--- config.mk ---
export PLATFORM = sky130hd
export DESIGN_NAME = cmd_aggregator
export DESIGN_NICKNAME = d
export VERILOG_FILES = /design/src/rtl/cmd_agg_pkg.sv /design/src/rtl/cmd_resp_tx.sv /design/src/rtl/cmd_aggregator.sv
export SDC_FILE = /design/constraint.sdc
export NUM_CORES = 1
export LEC_CHECK = 0
export CAP_MARGIN = 5
export CORE_MARGIN = 2
export CORE_UTILIZATION = 33
export DETAILED_ROUTE_END_ITERATION = 10
export PLACE_DENSITY_LB_ADDON = 0.1
export SYNTH_ARGS = -nofsm -noshare
export SYNTH_HDL_FRONTEND = slang
export SYNTH_HIERARCHICAL = 1
export SYNTH_SLANG_ARGS = --single-unit
--- constraint.sdc ---
create_clock -name clk -period 2.4 [get_ports clk]
set_input_delay 0.48 -clock clk [delete_from_list [all_inputs] [get_ports clk]]
set_output_delay 0.48 -clock clk [all_outputs]
set_load 0.005 [all_outputs]
--- src/rtl/cmd_agg_pkg.sv ---
// Shared types and sizes for the UART command aggregator.
package cmd_agg_pkg;
  typedef enum logic [1:0] {IDLE, GOT1, GOT2, FULL} rx_state_t;
  typedef enum logic {TX_IDLE, TX_BUSY} tx_state_t;
  localparam int CMD_BYTES = 3;
  localparam int CMD_W     = 24;
endpackage

--- src/rtl/cmd_resp_tx.sv ---
// Response path: latches one byte per send_resp, strobes the UART transmitter
// and reports completion once the transmitter raises tx_done.
module cmd_resp_tx
  import cmd_agg_pkg::*;
(
  input  logic       clk,
  input  logic       rst,
  input  logic [7:0] resp_data,
  input  logic       send_resp,
  output logic       resp_sent,
  output logic [7:0] tx_data,
  output logic       trmt,
  input  logic       tx_done
);
  tx_state_t  state, state_nxt;
  logic [7:0] data_nxt;
  logic       trmt_nxt, sent_nxt;

  always_ff @(posedge clk) begin
    if (rst) begin
      state     <= TX_IDLE;
      tx_data   <= '0;
      trmt      <= 1'b0;
      resp_sent <= 1'b0;
    end else begin
      state     <= state_nxt;
      tx_data   <= data_nxt;
      trmt      <= trmt_nxt;
      resp_sent <= sent_nxt;
    end
  end

  always_comb begin
    state_nxt = state;
    data_nxt  = tx_data;
    trmt_nxt  = 1'b0;
    sent_nxt  = 1'b0;
    case (state)
      TX_IDLE: if (send_resp) begin
        data_nxt  = resp_data;
        trmt_nxt  = 1'b1;
        state_nxt = TX_BUSY;
      end
      // tx_done may still be stale from the previous byte while trmt is high
      TX_BUSY: if (tx_done && !trmt) begin
        sent_nxt  = 1'b1;
        state_nxt = TX_IDLE;
      end
      default: state_nxt = TX_IDLE;
    endcase
  end
endmodule

--- src/rtl/cmd_aggregator.sv ---
// Assembles three UART bytes into a 24-bit command with an inter-byte
// timeout, and forwards response bytes to the UART transmitter.
module cmd_aggregator
  import cmd_agg_pkg::*;
#(
  parameter int TIMEOUT_CYC = 50000
) (
  input  logic             clk,
  input  logic             rst,
  input  logic [7:0]       rx_data,
  input  logic             rx_rdy,
  output logic             clr_rx_rdy,
  output logic [CMD_W-1:0] cmd,
  output logic             cmd_rdy,
  input  logic             clr_cmd_rdy,
  output logic             frame_err,
  input  logic [7:0]       resp_data,
  input  logic             send_resp,
  output logic             resp_sent,
  output logic [7:0]       tx_data,
  output logic             trmt,
  input  logic             tx_done
);
  localparam int CNT_W = $clog2(TIMEOUT_CYC);

  rx_state_t        state, state_nxt;
  logic [15:0]      part, part_nxt;
  logic [CNT_W-1:0] cnt, cnt_nxt;
  logic [CMD_W-1:0] cmd_nxt;
  logic             err_nxt, accept, expire;

  // Holding off in FULL back-pressures the receiver; no byte is consumed in reset.
  assign accept     = rx_rdy && (state != FULL) && !rst;
  assign clr_rx_rdy = accept;
  assign cmd_rdy    = (state == FULL);
  assign expire     = (state == GOT1 || state == GOT2) && (cnt == CNT_W'(TIMEOUT_CYC - 1));

  always_ff @(posedge clk) begin
    if (rst) begin
      state     <= IDLE;
      part      <= '0;
      cnt       <= '0;
      cmd       <= '0;
      frame_err <= 1'b0;
    end else begin
      state     <= state_nxt;
      part      <= part_nxt;
      cnt       <= cnt_nxt;
      cmd       <= cmd_nxt;
      frame_err <= err_nxt;
    end
  end

  always_comb begin
    state_nxt = state;
    part_nxt  = part;
    cnt_nxt   = cnt;
    cmd_nxt   = cmd;
    err_nxt   = 1'b0;
    if (state == FULL) begin
      if (clr_cmd_rdy) state_nxt = IDLE;
    end else if (accept) begin
      cnt_nxt = '0;
      if (state == GOT2) begin
        cmd_nxt   = {part, rx_data};
        part_nxt  = '0;
        state_nxt = FULL;
      end else begin
        part_nxt  = {part[7:0], rx_data};
        state_nxt = (state == IDLE) ? GOT1 : GOT2;
      end
    end else if (expire) begin
      state_nxt = IDLE;
      part_nxt  = '0;
      cnt_nxt   = '0;
      err_nxt   = 1'b1;
    end else if (state != IDLE) begin
      cnt_nxt = cnt + 1'b1;
    end
  end

  cmd_resp_tx u_tx (
    .clk       (clk),
    .rst       (rst),
    .resp_data (resp_data),
    .send_resp (send_resp),
    .resp_sent (resp_sent),
    .tx_data   (tx_data),
    .trmt      (trmt),
    .tx_done   (tx_done)
  );
endmodule

==> out/results.txt <==
Site Rows: 34
drt via density: 5.04
GRT Util Overall: 0.155
Final ANT Viol Nets: 0
max-slew violations: 0
Antenna Cells: 0
Port Buffers: 58
reg2reg start: cnt[4]$_SDFFE_PP0P_
CP arrival: 2.55 ns
clk root buf: clkbuf_8
DIE WIDTH: 97.5 um
vias in the first global route: 2479
# hold bufs at CTS: 0
largest net degree at the start of global routing: 59
fraction of layout cells with a size suffix above 1: 0.120
hpwl dp: 5.11 mm
PnR worst setup slack: 0.112 ns
Initial Util: 0.336
Worst Clk Skew: 0.00897 ns
worst hold start: cmd[12]$_SDFFE_PP0P_
synthesis-stage register bit count: 70
Synth Warn #: 6
cell area after synthesis: 0.00288 mm^2
peak supply drop: 0.000391 V
final WL: 7.35 mm
EDFF count, synth: 0
GRT Residual Overflow: 0
Worst setup EP type: register
sequential area share after synthesis: 0.486
CP required: 2.66 ns
PnR Total Power: 2.71 mW
setup TNS: 0 ns
die area: 0.00950 mm^2
gpl congestion: 0.856
most common flop cell mapped by yosys: dfxtp_1
Clock Pin Slew Worst Setup and Hold Paths: 0.08 ns
IO Pins: 59
RSZ-0062 raised after global routing: no
TritonRoute pass-1 iters: 4
distinct cell type count after synthesis: 47
# resized after CTS: 0
Slew Limit Headroom: 0.602
Final Setup Violations: 0
dpl ws: 0.113 ns
Post-CTS Setup Inserts: 0
synthesized instance count: 329
final hold viol count: 0
Mapped Nets: 356
Min-Delay Path Class: register to register
highest clock rate: 437 MHz
maximum clock path buffer count: 2
Reg2Reg Setup Slack: 0.11 ns
Die H: 97.5 um
ys async rst share: 0
clock sinks: 70
status: finished clean
first-pass GRT wire length: 11.9 mm
initial antenna violation count: 0
Max Fanout on Critical Path: 8
CTS tree: done
Leak: 1.41 nW
worst-margin pin slew: 0.591 ns
Critical Path Start Type: register
CTS buffer count: 9
Wirelength per Cell: 14.3 um
syn avg cell area: 8.77 um^2
core region area: 0.00859 mm^2
Final min period: 2.29 ns
fin crit share: 0.953
Via Count: 2601
max-cap viol count: 0
fillers: 866
Clock Latency Late Sink: 0.33 ns
DRC Markers: 0
Iter 0 DRT Violations: 119
kind of critical path: register to register
worst setup path start: cnt[4]$_SDFFE_PP0P_
Area Growth Syn to Fin: 37.9%
Power Dens Cells: 682 mW/mm^2
# nets final: 430
level count of the clock H-tree: 3
## flip-flops by register name, summed over array words and instances (netlist names)
signal / cells
cnt: 16
state: 2
frame_err: 1
u_tx/state: 1
u_tx/trmt: 1
cmd: 24
u_tx/tx_data: 8
part: 16
u_tx/resp_sent: 1
## kinds of logic after synthesis
group | Yosys count | share of synthesized area
simple gates | 148 | 0.270
compound gates | 80 | 0.184
fa+ha+maj | 5 | 0.0217
flops | 70 | 0.486
buf+inv | 25 | 0.0347
mux | 1 | 0.00347
## Yosys cell counts, types with 2 or more instances
library cell,n,area share
dfxtp_1,70,0.49
nand2_1,67,0.087
a21oi_1,32,0.056
a22o_1,16,0.049
clkbuf_1,16,0.021
nor2_1,14,0.018
nand2b_1,10,0.022
nand3_1,9,0.016
nand4bb_1,8,0.031
nor3_1,8,0.014
o21ai_0,8,0.014
inv_1,6,0.0078
or3_1,6,0.013
ha_1,5,0.022
nand4_1,5,0.011
nor4_1,5,0.011
o21ai_1,5,0.0087
o2bb2ai_1,3,0.0091
or4_1,3,0.0078
a21boi_0,2,0.0052
a31oi_1,2,0.0043
and4_1,2,0.0061
buf_2,2,0.0035
nand4b_1,2,0.0061
## layer usage
| metal | global-route usage | up-vias | share of wire |
|---|---|---|---|
| met3 | 0.0295 | 9 | 0.053 |
| met1 | 0.205 | 1206 | 0.48 |
| met5 | 0 | - | 0 |
| li1 | - | 1319 | - |
| met2 | 0.250 | 67 | 0.45 |
| met4 | 0.0588 | 0 | 0.016 |
## final cells by class
class | instances | area, um^2 | share of cell area
Clock buffer | 10 | 138 | 0.0346
Clock inverter | 6 | 118 | 0.0296
Inverter | 6 | 22.5 | 0.00566
Multi-Input combinational cell | 234 | 1380 | 0.348
Sequential cell | 70 | 1400 | 0.352
Tap cell | 108 | 135 | 0.0340
Timing Repair Buffer | 82 | 781 | 0.196
## cell usage in the layout (no fill, tap or decap), types with 6 or more instances in the layout
| cell type | instances |
|---|---|
| inv_1 | 6 |
| nor3_1 | 8 |
| clkbuf_8 | 10 |
| dfxtp_1 | 70 |
| buf_4 | 22 |
| o21ai_0 | 8 |
| nor2_1 | 14 |
| clkdlybuf4s50_1 | 57 |
| nand2b_1 | 10 |
| a21oi_1 | 32 |
| or3_1 | 6 |
| a22o_1 | 16 |
| nand2_1 | 67 |
| nand4bb_1 | 8 |
| nand3_1 | 9 |
## stage by stage
step	util	hold slack, ns	area, um^2	instances
final	0.463	0.455	3980	516
after floorplan	-	0.432	2880	329
after CTS	0.463	0.459	3980	516
after global placement	0.433	0.443	3720	500
after global routing	0.463	0.473	3980	516
after detailed placement	0.433	0.447	3720	500
## critical path: stages (launching register included)
cell and delay, ns:
dfxtp_1 0.32, or4_1 0.54, or4_1 0.58, a31o_4 0.31, or3_1 0.34, a21boi_1 0.13
## worst paths after layout
check,end,cells after the start
hold / removal,cmd[12]$_SDFFE_PP0P_,2
hold reg to reg,cmd[12]$_SDFFE_PP0P_,2
setup / recovery,cnt[9]$_SDFFE_PP0P_,5
setup reg to reg,cnt[9]$_SDFFE_PP0P_,5
## where the power goes
group / internal (mW) / switching, mW
logic: 0.148 / 0.141
registers: 1.20 / 0.0301
clock network: 0.728 / 0.465
total: 2.08 / 0.636
Note: power is estimated with default switching activity, not from simulation.
